File: src/rtl/perceptron_pkg.sv
// Shared types and helpers for the perceptron trainer (bias option: PERCEPTRON_BIAS_EN).
package perceptron_pkg;

  typedef enum logic [2:0] {
    IDLE,
    MAC,
    UPDATE,
    EPOCH_END,
    DONE
  } state_t;

  // Wide enough to hold bias plus N_DIM full-scale products without overflow.
  function automatic int acc_width(input int data_w, input int w_w, input int n_dim);
    return data_w + w_w + $clog2(n_dim + 2);
  endfunction

  // Clamps an already-summed value to the signed range of a width-bit register.
  function automatic int sat_add(input int value, input int width);
    int hi;
    int lo;
    hi = (1 << (width - 1)) - 1;
    lo = -hi - 1;
    if (value > hi) return hi;
    if (value < lo) return lo;
    return value;
  endfunction

endpackage

File: src/rtl/perceptron_mac.sv
// Time-multiplexed signed multiply-accumulate; preload_en restarts the sum from preload.
module perceptron_mac #(
  parameter int DATA_W = 8,
  parameter int W_W    = 8,
  parameter int ACC_W  = 18
) (
  input  logic                     clk,
  input  logic                     rst_n,
  input  logic                     en,
  input  logic                     preload_en,
  input  logic signed [ACC_W-1:0]  preload,
  input  logic signed [DATA_W-1:0] x,
  input  logic signed [W_W-1:0]    w,
  output logic signed [ACC_W-1:0]  acc
);

  logic signed [DATA_W+W_W-1:0] prod;

  assign prod = x * w;

  // The first term is folded into the restart so a bias written on the previous
  // cycle is already visible to the next sample.
  always_ff @(posedge clk or negedge rst_n) begin
    if (!rst_n) begin
      acc <= '0;
    end else if (en) begin
      acc <= (preload_en ? preload : acc)
             + {{(ACC_W-DATA_W-W_W){prod[DATA_W+W_W-1]}}, prod};
    end
  end

endmodule

File: src/rtl/perceptron_trainer.sv
// Perceptron training engine: sample store, epoch FSM and weight update around one MAC.
// Optional bias register enabled by defining PERCEPTRON_BIAS_EN.
module perceptron_trainer
  import perceptron_pkg::*;
#(
  parameter int N_DIM      = 2,
  parameter int N_SAMPLES  = 4,
  parameter int DATA_W     = 8,
  parameter int W_W        = 8,
  parameter int MAX_EPOCHS = 15
) (
  input  logic                             clk,
  input  logic                             rst_n,
  input  logic                             clear,
  input  logic                             load_valid,
  output logic                             load_ready,
  input  logic [N_DIM*DATA_W-1:0]          load_x,
  input  logic                             load_y,
  input  logic                             start,
  output logic                             busy,
  output logic                             done,
  output logic                             converged,
  output logic [$clog2(MAX_EPOCHS+1)-1:0]  epoch_count,
  output logic [$clog2(N_SAMPLES+1)-1:0]   err_count,
  output logic [N_DIM*W_W-1:0]             w_out,
  output logic [W_W-1:0]                   bias_out
);

  localparam int ACC_W = acc_width(DATA_W, W_W, N_DIM);
  localparam int SI_W  = (N_SAMPLES > 1) ? $clog2(N_SAMPLES) : 1;
  localparam int DI_W  = (N_DIM > 1) ? $clog2(N_DIM) : 1;
  localparam int CNT_W = $clog2(N_SAMPLES + 1);
  localparam int EC_W  = $clog2(MAX_EPOCHS + 1);

  state_t                    state;
  logic signed [DATA_W-1:0]  xs [N_SAMPLES][N_DIM];
  logic                      ys [N_SAMPLES];
  logic signed [W_W-1:0]     w [N_DIM];
  logic signed [W_W-1:0]     w_next [N_DIM];
  logic [CNT_W-1:0]          count;
  logic [SI_W-1:0]           s_idx;
  logic [DI_W-1:0]           d_idx;
  logic signed [ACC_W-1:0]   acc;
  logic signed [ACC_W-1:0]   preload;
  logic                      pred;
  logic                      err_nz;
  logic                      err_pos;

`ifdef PERCEPTRON_BIAS_EN
  logic signed [W_W-1:0] bias;
  logic signed [W_W-1:0] bias_next;
  assign preload   = {{(ACC_W-W_W){bias[W_W-1]}}, bias};
  assign bias_next = W_W'(sat_add(int'(bias) + (err_pos ? 1 : -1), W_W));
  assign bias_out  = bias;
`else
  assign preload  = '0;
  assign bias_out = '0;
`endif

  perceptron_mac #(
    .DATA_W (DATA_W),
    .W_W    (W_W),
    .ACC_W  (ACC_W)
  ) u_mac (
    .clk        (clk),
    .rst_n      (rst_n),
    .en         (state == MAC),
    .preload_en (d_idx == '0),
    .preload    (preload),
    .x          (xs[s_idx][d_idx]),
    .w          (w[d_idx]),
    .acc        (acc)
  );

  assign load_ready = (state == IDLE) && (count < CNT_W'(N_SAMPLES));

  assign pred    = ~acc[ACC_W-1] && (acc != '0);
  assign err_pos = ys[s_idx];
  assign err_nz  = ys[s_idx] ^ pred;

  always_comb begin
    for (int unsigned d = 0; d < N_DIM; d++) begin
      w_next[d] = W_W'(sat_add(int'(w[d]) + (err_pos ? int'(xs[s_idx][d]) : -int'(xs[s_idx][d])), W_W));
    end
  end

  for (genvar d = 0; d < N_DIM; d++) begin : g_w_out
    assign w_out[d*W_W +: W_W] = w[d];
  end

  always_ff @(posedge clk or negedge rst_n) begin
    if (!rst_n) begin
      state       <= IDLE;
      count       <= '0;
      s_idx       <= '0;
      d_idx       <= '0;
      epoch_count <= '0;
      err_count   <= '0;
      busy        <= 1'b0;
      done        <= 1'b0;
      converged   <= 1'b0;
      for (int unsigned s = 0; s < N_SAMPLES; s++) begin
        ys[s] <= 1'b0;
        for (int unsigned d = 0; d < N_DIM; d++) xs[s][d] <= '0;
      end
      for (int unsigned d = 0; d < N_DIM; d++) w[d] <= '0;
`ifdef PERCEPTRON_BIAS_EN
      bias <= '0;
`endif
    end else if (clear && (state == IDLE || state == DONE)) begin
      state       <= IDLE;
      count       <= '0;
      epoch_count <= '0;
      err_count   <= '0;
      done        <= 1'b0;
      converged   <= 1'b0;
      for (int unsigned d = 0; d < N_DIM; d++) w[d] <= '0;
`ifdef PERCEPTRON_BIAS_EN
      bias <= '0;
`endif
    end else begin
      case (state)
        IDLE: begin
          if (load_valid && load_ready) begin
            for (int unsigned d = 0; d < N_DIM; d++) begin
              xs[count[SI_W-1:0]][d] <= load_x[d*DATA_W +: DATA_W];
            end
            ys[count[SI_W-1:0]] <= load_y;
            count <= count + 1'b1;
          end
          if (start && count == CNT_W'(N_SAMPLES)) begin
            state       <= MAC;
            busy        <= 1'b1;
            done        <= 1'b0;
            converged   <= 1'b0;
            s_idx       <= '0;
            d_idx       <= '0;
            epoch_count <= '0;
            err_count   <= '0;
          end
        end
        MAC: begin
          if (d_idx == DI_W'(N_DIM - 1)) begin
            d_idx <= '0;
            state <= UPDATE;
          end else begin
            d_idx <= d_idx + 1'b1;
          end
        end
        UPDATE: begin
          if (err_nz) begin
            for (int unsigned d = 0; d < N_DIM; d++) w[d] <= w_next[d];
`ifdef PERCEPTRON_BIAS_EN
            bias <= bias_next;
`endif
            err_count <= err_count + 1'b1;
          end
          if (s_idx == SI_W'(N_SAMPLES - 1)) begin
            state <= EPOCH_END;
          end else begin
            s_idx <= s_idx + 1'b1;
            state <= MAC;
          end
        end
        EPOCH_END: begin
          epoch_count <= epoch_count + 1'b1;
          s_idx       <= '0;
          if (err_count == '0) begin
            state     <= DONE;
            busy      <= 1'b0;
            done      <= 1'b1;
            converged <= 1'b1;
          end else if (epoch_count + 1'b1 == EC_W'(MAX_EPOCHS)) begin
            state     <= DONE;
            busy      <= 1'b0;
            done      <= 1'b1;
            converged <= 1'b0;
          end else begin
            err_count <= '0;
            state     <= MAC;
          end
        end
        DONE: begin
          state <= DONE;
        end
        default: state <= IDLE;
      endcase
    end
  end

endmodule

File: config.mk
export PLATFORM = sky130hd
export DESIGN_NAME = perceptron_trainer
export DESIGN_NICKNAME = d
export VERILOG_FILES = /design/src/rtl/perceptron_pkg.sv /design/src/rtl/perceptron_mac.sv /design/src/rtl/perceptron_trainer.sv
export SDC_FILE = /design/constraint.sdc
export NUM_CORES = 1
export LEC_CHECK = 0
export BUFFER_PORTS_ARGS = -buffer_cell sky130_fd_sc_hd__buf_2
export CAP_MARGIN = 20
export CORE_ASPECT_RATIO = 1.4
export CORE_UTILIZATION = 39
export DETAILED_ROUTE_END_ITERATION = 16
export GPL_TIMING_DRIVEN = 0
export PLACE_DENSITY = 0.66
export SLEW_MARGIN = 10
export SYNTH_ARGS = -nofsm -noshare
export SYNTH_HDL_FRONTEND = slang
export SYNTH_SLANG_ARGS = --single-unit
File: constraint.sdc
create_clock -name clk -period 9.6 [get_ports clk]
set_input_delay 1.92 -clock clk [delete_from_list [all_inputs] [get_ports clk]]
set_output_delay 1.92 -clock clk [all_outputs]
set_load 0.005 [all_outputs]
======== Yosys cells after proc, flatten, opt, wreduce, memory -nomap -nowiden ========
Index checks and enable logic that the tools add are counted.
word-level totals
  bits in latches ......................... 0
  flip-flop bits (word level) ............. 121
  memory bits (writable) .................. 0
  memories ................................ 0
  ROM bits ................................ 0
  output and inout bits ................... 35
cells by class
  divide/modulo/power cells ............... 0
  shifts and indexed selects .............. 0
  equal/unequal tests ..................... 16
  $add $sub $neg .......................... 10
  $mul .................................... 1
  muxes and demuxes ....................... 77
  $lt $le $gt $ge ......................... 9
  reduce and logical (&&, ||, !) cells .... 29
  bitwise operators ....................... 6
operator list
  kind                   number
  $bwmux W64             2
  $mux W8                13
  $mux W16               6
  $add A8 B32 Y32        2
  $demux W16 S2          2
  $gt A32 B8 Y1 const B  2
  $lt A32 B8 Y1 const B  2
  $mux W32               2
  $neg A8 Y32            2
  $mux W3                13
  $bmux W16 S2           1
  $mux W1                19
  $add A18 B18 Y18       1
  $mux W18               1
  $reduce_bool A18 Y1    1
  $mul A8 B8 Y16         1
  $ne A3 B3 Y1 const B   5
  $pmux W3 S5            1
  $mux W7                2
  $reduce_bool A2 Y1     6
  $pmux W3 S3            1
  $reduce_and A3 Y1      3
  $mux W4                2
  $pmux W1 S2            4
  other kinds (35)       54

======== Longest topological paths before layout ========
  depth after elaboration ................. 15
  mapped depth ............................ 33

======== Hierarchy ========
Synthesis repeated with hierarchy kept, for this count alone.
second synthesis, totals
  cell total of the unflattened synthesis .. 1,613
  area, all modules ....................... 14,089.8 um^2
by module, submodules not included
  module              times used  seq. area each (um^2)  cells each  area an instance (um^2)
  perceptron_trainer  1           2,577.5                1,151       9,890.7
  perceptron_mac      1           450.4                  462         4,199.0

======== Least setup slack after synthesis ========
Ideal clock, no wire load.
  path type ............................... flip-flop to flip-flop
  start ................................... reg s_idx[0]
  end ..................................... reg u_mac.acc[17]
  clock period less this slack ............ 7.852 ns
  required time ........................... 9.529 ns
  data arrival time ....................... 7.781 ns
  cell stages (with the launch flop) ...... 29
  slack ................................... 1.748 ns
  cell sequence ........................... dfrtp_1 -> buf_1 -> clkbuf_1 -> mux4_2 -> mux2i_1 -> nand2_1 -> fa_1 -> fa_1 -> inv_1 -> fa_1 -> inv_1 -> fa_1 -> inv_1 -> ha_1 -> a21oi_1 -> o21bai_1 -> a21oi_1 -> nor2b_1 -> o21a_1 -> nor2_1 -> xnor2_1 -> ha_1 -> and3_1 -> a31o_2 -> o41a_1 -> o21ai_0 -> a31oi_1 -> or3_1 -> nand4_1
on the way
  longest elaborated chain between the ends .. 9
ends and longest elaborated chain
  element                                      RTL line                   text
  from (decl)                                  perceptron_trainer.sv:41   logic [SI_W-1:0] s_idx;
  from (signal assigned)                       perceptron_trainer.sv:161  s_idx <= s_idx + 1'b1;
  $not A2 Y3 (implied by the code)             perceptron_trainer.sv:70   .x (xs[s_idx][d_idx]),
  $bmux W16 S2                                 perceptron_trainer.sv:70
  $mux W16 (2 in series)                       n/a
  $mux W8 (implied by the code) (3 in series)  perceptron_trainer.sv:70
  $mul A8 B8 Y16                               perceptron_mac.sv:19       assign prod = x * w;
  $add A18 B18 Y18                             perceptron_mac.sv:28       + {{(ACC_W-DATA_W-W_W){prod[DATA_W+W_W-1]}}, prod};
  to (signal assigned)                         perceptron_mac.sv:27       acc <= (preload_en ? preload : acc)
  to (decl)                                    perceptron_mac.sv:14       output logic signed [ACC_W-1:0] acc
No other way between the ends. The select of a mux whose other input is x is not followed.
A chain may end at the register's enable or synchronous reset.

======== Worst setup path in the final report ========
Same ends and word-level chain as after synthesis.

==> flow_metrics.env <==
export IMPL_critPathLaunchType="register"
export IMPL_via_per_inst=5.65
export IMPL_finClkSkew_ps=11.5
export IMPL_cts_tree="done"
export IMPL_rows=80
export IMPL_multiInputGateArea_um2=9740
export IMPL_grt_ovfl_total=0
export IMPL_synth_seq_cells=121
export IMPL_grt_usage=0.215
export IMPL_drt_pass1_iterations=5
export IMPL_cts_root_buffer="clkbuf_16"
export IMPL_critPathKind="reg2reg"
export IMPL_io_pins=57
export IMPL_vias=11800
export IMPL_remaining_drc_errors=0
export IMPL_slowest_stage="clkdlybuf4s15_1"
export IMPL_ctsHoldBuffers=0
export IMPL_tightest_slew_ps=1030
export IMPL_setup_viol=0
export IMPL_grt_setup_unrepaired="false"
export IMPL_met2_length_um=19700
export IMPL_synth_cell_type_count=83
export IMPL_core_um2=34000
export IMPL_syn_area_um2=13500
export IMPL_die_w_um=159
export IMPL_required_ps=9900
export IMPL_nFillCells=3349
export IMPL_die_area_um2=35300
export IMPL_path_clk_slew_ps=60
export IMPL_synth_edf_count=0
export IMPL_syn_to_final_growth_pct=11.0
export IMPL_seq_area_um2=3030
export IMPL_worst_path_most_repeated_cell="fa_1"
export IMPL_numPortBuffers=47
export IMPL_first_global_vias=12000
export IMPL_cts_max_level=4
export IMPL_critPathMaxFanout=10
export IMPL_slew_headroom=0.308
export IMPL_cts_buffer_depth=2
export IMPL_chipHeight_um=222
export IMPL_finalHoldViolCount=0
export IMPL_drive_above_1_share=0.138
export IMPL_drtIter0Drc=517
export IMPL_highest_layer="met4"
export IMPL_routed_wirelength_um=37000
export IMPL_end_kind="register"
export IMPL_outcome="completed"
export IMPL_final_nets=1830
export IMPL_fin_crit_sh=0.920
export IMPL_tns_ps=0
export IMPL_avgSynthCellArea_um2=8.69
export IMPL_grt_start_max_net_pins=69
export IMPL_hpwlAfterDp_um=28900
export IMPL_postRouteAntennaNets=0
export IMPL_ys_seq_area_frac=0.224
export IMPL_detailed_place_area_um2=14300
export IMPL_start_util=0.396
export IMPL_design_area_um2=15000
export IMPL_grt_pass1_wl_um=61000
export IMPL_gp_congestion=0.913
export IMPL_wl_met1_um=14500
export IMPL_wl_per_cell_um=17.7
export IMPL_report_final_slew_viol_count=0
export IMPL_ys_warn_count=0
export IMPL_synth_ff_type="dfrtp_1"
export IMPL_fmax_mhz=113
export IMPL_met3_length_um=1200
export IMPL_period_needed_ps=8830
export IMPL_async_flop_share=1.00
export IMPL_drv_cap=0
export IMPL_cts_buffers_inserted=17
export IMPL_synthCells=1552
export IMPL_slowest_delay_ps=710
export IMPL_antenna_found_initial=1
export IMPL_cts_sinks=121
export IMPL_clk_latency_ps=440
export IMPL_final_cell_mix="154 x nand2_1, 126 x inv_1, 124 x ha_1"
export IMPL_worst_ep_arrival_time_ps=9140
export IMPL_hold_path_class="reg2reg"
export IMPL_final_common_cell="nand2_1"
[sequential cells by signal (all words and copies together) (netlist names)]
signal,count
count,3
state,3
err_count,3
converged,1
epoch_count,4
w_out,16
busy,1
s_idx,2
d_idx,1
xs,64
ys,4
done,1
u_mac.acc,18
[cell type report]
cell class,count,share of cell area
Multi-Input combinational cell,1251,0.650
Sequential cell,121,0.202
Tap cell,451,0.0377
Inverter,127,0.0318
Clock buffer,19,0.0296
Buffer,60,0.0194
Timing Repair Buffer,48,0.0180
Clock inverter,13,0.0110
Antenna cell,1,0.000167
[cell families (layout without fill, tap and decap cells)]
family	Yosys count	count (layout)	share of synthesized area
multiplexers	110	110	0.104
AO/OA/AOI/OAI	346	346	0.170
XOR/XNOR	80	80	0.0525
adder cells (fa/ha/maj)	183	183	0.202
buffers and inverters	187	267	0.0563
flip-flops	121	121	0.224
AND/OR/NAND/NOR	524	524	0.191
other	1	9	0.000278
[repair_timing]
action / 4_1_cts / 5_1_grt
gates resized for setup: 0 / 6
setup buffers: 0 / 0
endpoints found under the setup margin: 0 / 3
hold endpoints to repair: 0 / 0
[routing by layer]
layer  global-route usage  vias to the layer above
li1                     -                     5677
met1                0.236                     5749
met2                0.404                      288
met3               0.0245                      104
met4                0.110                        0
met5                    0                        -
[per-stage QoR]
step           worst slack [ps]   util  hold WS (ps)  cells
6_report                    766  0.440           500   2091
5_1_grt                     181  0.440           513   2091
4_1_cts                     266  0.439           502   2090
3_5_place_dp                325  0.422           488   2058
2_1_floorplan              1750      -           451   1559
3_3_place_gp                414  0.421           480   2057
[cell usage after synthesis, types with 12 or more instances]
library cell | instances | area [um2]
a31oi_1 | 21 | 131
o211ai_1 | 17 | 128
and2_1 | 35 | 219
nor3_1 | 29 | 145
or2_2 | 18 | 113
xnor2_1 | 56 | 490
fa_1 | 58 | 1160
nand2b_1 | 17 | 106
ha_1 | 124 | 1550
nor2b_1 | 12 | 75.1
o21ai_0 | 87 | 435
nor2_1 | 113 | 424
a21o_1 | 31 | 233
inv_1 | 126 | 473
mux2i_1 | 21 | 210
clkbuf_1 | 39 | 146
a21oi_1 | 76 | 380
and3_1 | 22 | 138
nand2_1 | 154 | 578
or3_1 | 27 | 169
nand3_1 | 48 | 240
dfrtp_1 | 121 | 3030
mux4_2 | 17 | 383
xor2_1 | 23 | 201
mux2_2 | 72 | 811
[worst max-delay path, delay by kind of cell, from the launching register on]
family / cells / cell delay, ps
AOI/OAI and AO/OA: 8 / 1860
adders and majority gates: 6 / 2720
buffers and inverters: 5 / 1340
muxes: 2 / 1240
and+or+nand+nor: 7 / 980
DFF: 1 / 420
xor gates and xnor gates: 1 / 140
[path summary, 6_finish.rpt]
check                                           from                        end  slack, ps  cells after the start
max                             s_idx[0]$_DFFE_PN0P_  u_mac.acc[17]$_DFFE_PN0P_        770                     29
min in group asynchronous                      rst_n         xs[61]$_DFFE_PN0P_       1440                      1
min reg2reg                u_mac.acc[12]$_DFFE_PN0P_  u_mac.acc[12]$_DFFE_PN0P_        500                      2
min                        u_mac.acc[12]$_DFFE_PN0P_  u_mac.acc[12]$_DFFE_PN0P_        500                      2
max reg2reg                     s_idx[0]$_DFFE_PN0P_  u_mac.acc[17]$_DFFE_PN0P_        770                     29
max in group asynchronous                      rst_n  u_mac.acc[13]$_DFFE_PN0P_       7410                      2
Power is left out: the tool's default activity adds up to more than one toggle a clock period on the data nets, which glitch-free logic cannot reach.
